File: src/rtl/div_pkg.sv
// Shared widths and FSM state encoding for the 4-bit divider and its
// reconstruction (Q*B+R) companion.
package div_pkg;
  localparam int Q_W   = 4;
  localparam int B_W   = 2;
  localparam int R_W   = 4;
  localparam int A_W   = 4;
  localparam int P_W   = 7;
  localparam int CNT_W = (Q_W > 1) ? $clog2(Q_W) : 1;

  typedef enum logic [1:0] {
    IDLE = 2'd0,
    MUL  = 2'd1,
    ADD  = 2'd2,
    DONE = 2'd3
  } state_t;
endpackage

File: src/rtl/divider_4bit_recon_if.sv
// Operand/result handshake bundle for divider_4bit_recon; master drives
// operands and consumes results, slave is the reconstruction block.
interface divider_4bit_recon_if;
  import div_pkg::*;

  logic           in_valid;
  logic           in_ready;
  logic [Q_W-1:0] q;
  logic [B_W-1:0] b;
  logic [R_W-1:0] r;
  logic           out_valid;
  logic           out_ready;
  logic [P_W-1:0] a_out;
  logic           div_zero;
  logic           rem_ok;
  logic           fits;
  logic           consistent;

  modport master (
    output in_valid, q, b, r, out_ready,
    input  in_ready, out_valid, a_out, div_zero, rem_ok, fits, consistent
  );

  modport slave (
    input  in_valid, q, b, r, out_ready,
    output in_ready, out_valid, a_out, div_zero, rem_ok, fits, consistent
  );
endinterface

File: src/rtl/divider_4bit_recon.sv
// Rebuilds A = Q*B + R by MSB-first shift-add, one quotient bit per cycle, and
// flags whether {Q,R} is a legal division result; result Q_W+1 edges after accept.
module divider_4bit_recon
  import div_pkg::*;
(
  input  logic                  clk,
  input  logic                  rst,
  divider_4bit_recon_if.slave   bus
);

  localparam logic [P_W-1:0] A_LIM = P_W'(1) << A_W;

  state_t           state;
  logic [Q_W-1:0]   q_reg;
  logic [B_W-1:0]   b_reg;
  logic [R_W-1:0]   r_reg;
  logic [P_W-1:0]   acc;
  logic [CNT_W-1:0] cnt;

  logic             out_valid_reg;
  logic [P_W-1:0]   a_out_reg;
  logic             div_zero_reg;
  logic             rem_ok_reg;
  logic             fits_reg;
  logic             consistent_reg;

  logic             accept;
  logic [P_W-1:0]   sum;
  logic             b_zero;
  logic             r_lt_b;

  // A waiting result can be swapped for new operands on the same edge it is taken.
  assign bus.in_ready = (state == IDLE) || (state == DONE && bus.out_ready);
  assign accept       = bus.in_valid && bus.in_ready;

  assign sum    = acc + P_W'(r_reg);
  assign b_zero = (b_reg == '0);
  assign r_lt_b = (r_reg < R_W'(b_reg));

  always_ff @(posedge clk) begin
    if (rst) begin
      state          <= IDLE;
      q_reg          <= '0;
      b_reg          <= '0;
      r_reg          <= '0;
      acc            <= '0;
      cnt            <= '0;
      out_valid_reg  <= 1'b0;
      a_out_reg      <= '0;
      div_zero_reg   <= 1'b0;
      rem_ok_reg     <= 1'b0;
      fits_reg       <= 1'b0;
      consistent_reg <= 1'b0;
    end else begin
      case (state)
        IDLE: begin
          if (accept) begin
            q_reg <= bus.q;
            b_reg <= bus.b;
            r_reg <= bus.r;
            acc   <= '0;
            cnt   <= CNT_W'(Q_W - 1);
            state <= MUL;
          end
        end
        MUL: begin
          acc <= {acc[P_W-2:0], 1'b0} + (q_reg[cnt] ? P_W'(b_reg) : '0);
          if (cnt == '0) state <= ADD;
          else           cnt   <= cnt - CNT_W'(1);
        end
        ADD: begin
          a_out_reg      <= sum;
          div_zero_reg   <= b_zero;
          rem_ok_reg     <= !b_zero && r_lt_b;
          fits_reg       <= (sum < A_LIM);
          consistent_reg <= !b_zero && r_lt_b && (sum < A_LIM);
          out_valid_reg  <= 1'b1;
          state          <= DONE;
        end
        DONE: begin
          if (bus.out_ready) begin
            out_valid_reg <= 1'b0;
            if (bus.in_valid) begin
              q_reg <= bus.q;
              b_reg <= bus.b;
              r_reg <= bus.r;
              acc   <= '0;
              cnt   <= CNT_W'(Q_W - 1);
              state <= MUL;
            end else begin
              state <= IDLE;
            end
          end
        end
        default: state <= IDLE;
      endcase
    end
  end

  assign bus.out_valid  = out_valid_reg;
  assign bus.a_out      = a_out_reg;
  assign bus.div_zero   = div_zero_reg;
  assign bus.rem_ok     = rem_ok_reg;
  assign bus.fits       = fits_reg;
  assign bus.consistent = consistent_reg;

endmodule

File: src/flat_wrapper.sv
// flat-port wrapper written by rule: the top's interface ports become plain ports
module divider_4bit_recon_flat import div_pkg::*;
  (clk, rst, bus_in_valid, bus_q, bus_b, bus_r, bus_out_ready, bus_in_ready, bus_out_valid, bus_a_out, bus_div_zero, bus_rem_ok, bus_fits, bus_consistent);
  divider_4bit_recon_if bus_i ();
  input  logic clk;
  input  logic rst;
  input wire logic [$bits(bus_i.in_valid)-1:0] bus_in_valid;
  input wire logic [$bits(bus_i.q)-1:0] bus_q;
  input wire logic [$bits(bus_i.b)-1:0] bus_b;
  input wire logic [$bits(bus_i.r)-1:0] bus_r;
  input wire logic [$bits(bus_i.out_ready)-1:0] bus_out_ready;
  output wire logic [$bits(bus_i.in_ready)-1:0] bus_in_ready;
  output wire logic [$bits(bus_i.out_valid)-1:0] bus_out_valid;
  output wire logic [$bits(bus_i.a_out)-1:0] bus_a_out;
  output wire logic [$bits(bus_i.div_zero)-1:0] bus_div_zero;
  output wire logic [$bits(bus_i.rem_ok)-1:0] bus_rem_ok;
  output wire logic [$bits(bus_i.fits)-1:0] bus_fits;
  output wire logic [$bits(bus_i.consistent)-1:0] bus_consistent;
  assign bus_i.in_valid = bus_in_valid;
  assign bus_i.q = bus_q;
  assign bus_i.b = bus_b;
  assign bus_i.r = bus_r;
  assign bus_i.out_ready = bus_out_ready;
  assign bus_in_ready = bus_i.in_ready;
  assign bus_out_valid = bus_i.out_valid;
  assign bus_a_out = bus_i.a_out;
  assign bus_div_zero = bus_i.div_zero;
  assign bus_rem_ok = bus_i.rem_ok;
  assign bus_fits = bus_i.fits;
  assign bus_consistent = bus_i.consistent;
  divider_4bit_recon u_core (.clk(clk), .rst(rst), .bus(bus_i));
endmodule
File: config.mk
export PLATFORM = sky130hd
export DESIGN_NAME = divider_4bit_recon_flat
export DESIGN_NICKNAME = d
export VERILOG_FILES = /design/src/rtl/div_pkg.sv /design/src/rtl/divider_4bit_recon_if.sv /design/src/rtl/divider_4bit_recon.sv /design/src/flat_wrapper.sv
export SDC_FILE = /design/constraint.sdc
export NUM_CORES = 1
export LEC_CHECK = 0
export ABC_AREA = 1
export CAP_MARGIN = 20
export CORE_MARGIN = 4
export CORE_UTILIZATION = 30
export CTS_CLUSTER_DIAMETER = 40
export CTS_CLUSTER_SIZE = 25
export DETAILED_ROUTE_END_ITERATION = 12
export GPL_TIMING_DRIVEN = 0
export PLACE_DENSITY = 0.58
export SLEW_MARGIN = 30
export SYNTH_ARGS = -nofsm -noshare
export SYNTH_HDL_FRONTEND = slang
export SYNTH_SLANG_ARGS = --single-unit
File: constraint.sdc
create_clock -name clk -period 2.11 [get_ports clk]
set_input_delay 0.422 -clock clk [delete_from_list [all_inputs] [get_ports clk]]
set_output_delay 0.422 -clock clk [all_outputs]
set_load 0.02 [all_outputs]
# Yosys cells after proc, flatten, opt, wreduce, memory -nomap -nowiden
# Index checks and enable logic that the tools add are counted.
op_classes:
  n_addsub: 3
  n_lt_le_gt_ge: 3
  eq_ne: 8
  mux: 31
  n_reduce_logical: 17
ops:
  columns: ["cell", "count"]
  rows:
  - ["4-bit 2-to-1 mux", 6]
  - ["2-bit 2-to-1 mux", 11]
  - ["7-bit 2-to-1 mux", 3]
  - ["7-bit case mux with 3 select lines", 1]
  - ["4-bit case mux with 2 select lines", 2]
  - ["2-bit case mux with 4 select lines", 1]
  - ["4-bit AND reduction", 2]
  - ["7-bit by 4-bit adder with 7-bit output", 1]
  - ["7-bit adder", 1]
  - ["7-bit by 5-bit < comparator with 1-bit output, second input constant", 1]
  - ["2-bit logical NOT", 3]
  - ["2-bit inequality test, second input constant", 3]
  - ["2-bit case mux with 3 select lines", 1]
  - ["5-bit AND reduction", 1]
  - ["2-bit equality test, second input constant", 2]
  - ["1-bit logical AND", 4]
  - ["4-bit by 2-bit < comparator with 1-bit output", 1]
  - ["2-bit by 1-bit inequality test with 1-bit output, second input constant", 2]
  - ["2-bit case mux with 2 select lines", 1]
  - ["2-bit nonzero test", 2]
  - ["2-bit by 3-bit < comparator with 1-bit output, second input constant", 1]
  - ["1-bit 2-to-1 mux", 3]
  - ["3-bit AND reduction", 1]
  - ["3-bit nonzero test", 1]
  - ["7 further kinds", 7]
totals:
  reg_bits: 33
  input_bits: 14

# Logic depth before layout (Yosys ltp)
logic_depth:
  word_depth: 6
  depth_mapped: 12
  ltp_nobuf: 12

# Worst setup path before layout
# No wires, ideal clock.
synth_path:
  kind: "register to register"
  from: "register u_core.acc[0]"
  to: "register u_core.consistent_reg, in the netlist u_core.bus.consistent"
  arrival_ns: 1.556
  required_ns: 2.039
  setup_slack_ns: 0.483
  stages_incl_launch_ff: 10
  period_less_slack_ns: 1.627
  cell_sequence: "dfxtp_1 > ha_1 > fa_1 > nand2_1 > nand2_1 > nand3_1 > nand2_1 > nor2_2 > nand3_1 > a21oi_1"
synth_via:
  elab_chain_cells: 3
synth_lines:
  columns: ["element", "line_no", "rtl"]
  rows:
  - ["start: declaration", "divider_4bit_recon.sv:17", "logic [P_W-1:0] acc;"]
  - ["start signal: assignment", "divider_4bit_recon.sv:67", "acc <= {acc[P_W-2:0], 1'b0} + (q_reg[cnt] ? P_W'(b_reg) : '0);"]
  - ["7-bit by 4-bit adder with 7-bit output", "divider_4bit_recon.sv:36", "assign sum = acc + P_W'(r_reg);"]
  - ["7-bit by 5-bit < comparator with 1-bit output", "divider_4bit_recon.sv:76", "consistent_reg <= !b_zero && r_lt_b && (sum < A_LIM);"]
  - ["1-bit logical AND", "divider_4bit_recon.sv:76", null]
  - ["end signal: assignment", "divider_4bit_recon.sv:76", null]
  - ["end: declaration", "divider_4bit_recon.sv:25", "logic consistent_reg;"]
# Every way passes these cells.
# A chain may end at the register's enable or synchronous reset.

# Final worst setup path
layout_path:
  from: "register u_core.state[0]"
  to: "output bus_in_ready"
layout_via:
  elab_chain_cells: 3
  word_cells_on_any_way: 4
  cone_classes: "eq/ne: 1; reduce/logical: 3"
layout_lines:
  columns: ["element", "line_no", "rtl"]
  rows:
  - ["start: declaration", "divider_4bit_recon.sv:13", "state_t state;"]
  - ["start signal: assignment", "divider_4bit_recon.sv:42", "state <= IDLE;"]
  - ["start signal: assignment", "divider_4bit_recon.sv:63", "state <= MUL;"]
  - ["start signal: assignment", "divider_4bit_recon.sv:68", "if (cnt == '0) state <= ADD;"]
  - ["2-bit equality test", "divider_4bit_recon.sv:33", "assign bus.in_ready = (state == IDLE) || (state == DONE && bus.out_ready);"]
  - ["1-bit logical AND", "divider_4bit_recon.sv:33", null]
  - ["1-bit logical OR (*)", "divider_4bit_recon.sv:33", null]
  - ["end: declaration", "flat_wrapper.sv:12", "output wire logic [$bits(bus_i.in_ready)-1:0] bus_in_ready;"]
# Every way passes the cells marked *; elsewhere a longest branch is shown, timed or not.

==> impl_metrics.toml <==
[global_route]
antenna_found_initial = 0
grt-ovfl-total = 0
groute.usage.overall_pct = 11.7
grt_max_degree = 11
grt_pass1_vias = 1560
grt_pass1_wl_um = 6820

[layout]
area_growth_pct = 24.4
antennaDiodeCount = 0
drive_gt1_share_pct = 13.5
fill_cells = 615
nets = 307
design_area_um2 = 2220

[floorplanning]
io_pins = 27
rows = 27
die_x_um = 85.1
initial_core_util_pct = 31.6
die_y_um = 85.1
die-area_um2 = 7240
core_um2 = 5640

[power]
vdd_drop_max_mv = 0.468
powerDensity_nw_per_um2 = 1100
p_leak_nw = 0.997

[run_status]
run_status = "finished clean"

[clock_network]
htree_levels = 2
clockBufferDepth = 2
clk_pin_slew_ps = 70
ctsRootBufferMaster = "clkbuf_8"
cts_buffers = 5
clk_latency_ps = 290
cts_hold_buf = 0
cts.sinks = 33
cts_tree = "yes"

[critical_path]
critPathKind = "flip-flop to output pin"
r2r_slack_ps = 290
crit_path_max_incr_delay_ps = 400
critical_path.slowest_cell = "dfxtp_1"
rr_startpoint = "u_core.acc[0]"
path_cells = "inv_1, ha_1, inv_1, nand2_1, dlygate4sd2_1"
cp-startpoint = "u_core.state[0]"
critPathLaunchType = "flip-flop"
worstPathArrival_ps = 1470
worst-path-max-fanout = 5
crit_path_end_kind = "output pin"
crit_required_ps = 1690
cpMostUsedCell = "inv_1"

[sta]
slew_headroom_pct = 65.0
fin_crit_ps = 1890
worst_slew_pin_slew_ps = 526
fin_crit_sh_pct = 89.4
max_freq_ghz = 0.530
rsz0062_at_grt = "no"
maxSlewViolCount = 0
hold_violations = 0
fin_ws_ps = 223
setup_viol = 0
skew_ps = 3.24
fin_tns_setup_ps = 0

[synth]
seq_area_frac_synth_pct = 37.1
ys_ff_latch = 33
synth_top_cell_by_area = "dfxtp_1"
synth_cell_types = 27
syn_area_um2 = 1780
syn_inst = 247
synth_top_area_share_pct = 37.1
synthesis.nets = 274
yosys-top-cells-area = "dfxtp_1, nand2_1, ha_1"
syn_avg_cell_area_um2 = 7.21
synth_warnings = 0

[placed_design]
hpwl_um = 2810
gp_congestion = 0.783
dpl_worst_slack_ps = -32.2
post_dp_cell_area_um2 = 2130
io_buffers = 26

[worst_hold_path]
hp-class = "flip-flop to flip-flop"
holdCritStartpoint = "u_core.bus.consistent"

[drt]
via_per_inst = 4.46
wire_per_inst_um = 10.6
drt_first_iter_violations = 73
ant_nets = 0
wirelength_um = 3730
dr.pass1.iters = 4
route.vias.total = 1575
drc = 0

[job]
max_cap_viol_count = 0
report_power, final:
group	leakage [nW]	internal [W]	switching (W)
logic	0.681	0.000434	0.000647
clock network	0.0450	0.000228	0.000234
registers	0.271	0.000783	0.000102
metrics by stage:
stage	hold slack, ps	utilization (%)	cells	total power (W)
CTS	469	39.3	353	0.00247
detailed placement	459	37.8	345	0.00200
finish	469	39.3	353	0.00243
global placement	460	37.8	345	0.00199
floorplan	457	-	247	0.00165
global route	512	39.3	353	0.00266
per-layer routing:
metal  global-route usage, %  share of wire, %  up-vias
met2                    18.8                44       23
li1                        -                 -      848
met3                    3.01               4.0        8
met4                    5.18               1.9        0
met5                       0                 0        -
met1                    14.7                50      696
final timing paths:
check,depth (start not counted),end
worst max register to register,9,u_core.bus.consistent
worst max-delay path,5,bus_in_ready
worst min-delay path,2,u_core.bus.consistent
worst min register to register,2,u_core.bus.consistent
cells in the final DEF (no fill, tap or decap), drive strengths merged:
cell | netlist | final
dfxtp | 33 | 33
nor2 | 46 | 46
o211ai | 1 | 1
ha | 12 | 12
xor2 | 5 | 5
clkdlybuf4s50 | 0 | 25
o21ai | 24 | 24
and3 | 1 | 1
or2 | 1 | 1
clkbuf | 3 | 9
a22oi | 1 | 1
a21oi | 18 | 18
buf | 3 | 3
nor3 | 5 | 5
fa | 1 | 1
dlygate4sd2 | 0 | 1
nand4 | 1 | 1
nand2 | 48 | 48
clkinv | 0 | 2
nand3 | 11 | 11
inv | 33 | 33
critical path: cells and delay by family (launching register included):
kind                     cells  cell delay, ps
buffers and inverters        3             480
flip-flops                   1             400
adder cells (fa/ha/maj)      1             240
AND/OR/NAND/NOR              1              50
cell families after synthesis:
kind of cell    share of synthesized area, %
flops                                   37.1
simple gates                            28.5
buf+inv                                 9.13
fa+ha+maj                               9.55
compound gates                          13.3
xor+xnor                                2.46
area by class of cell:
type	count	area [um2]	share of cell area, %
inverter	33	124	5.59
clock inverter	2	10.0	0.452
tap	72	90.1	4.07
sequential	33	661	29.8
clock buffer	6	72.6	3.27
multi-input combinational	175	961	43.4
buffer	6	38.8	1.75
timing repair buffer	26	259	11.7
synthesized netlist by cell type (all sizes together):
cell type and number:
a21oi 18, a22oi 1, and3 1, buf 3
clkbuf 3, dfxtp 33, fa 1, ha 12
inv 33, nand2 48, nand3 11, nand4 1
nor2 46, nor3 5, o211ai 1, o21ai 24
or2 1, xor2 5
repair_timing:
| item | in CTS | in global routing |
|---|---|---|
| endpoints found under the setup margin | 1 | 0 |
| setup buffers | 0 | 0 |
| resized for setup | 2 | 0 |
(Power assumes the default switching activity.)
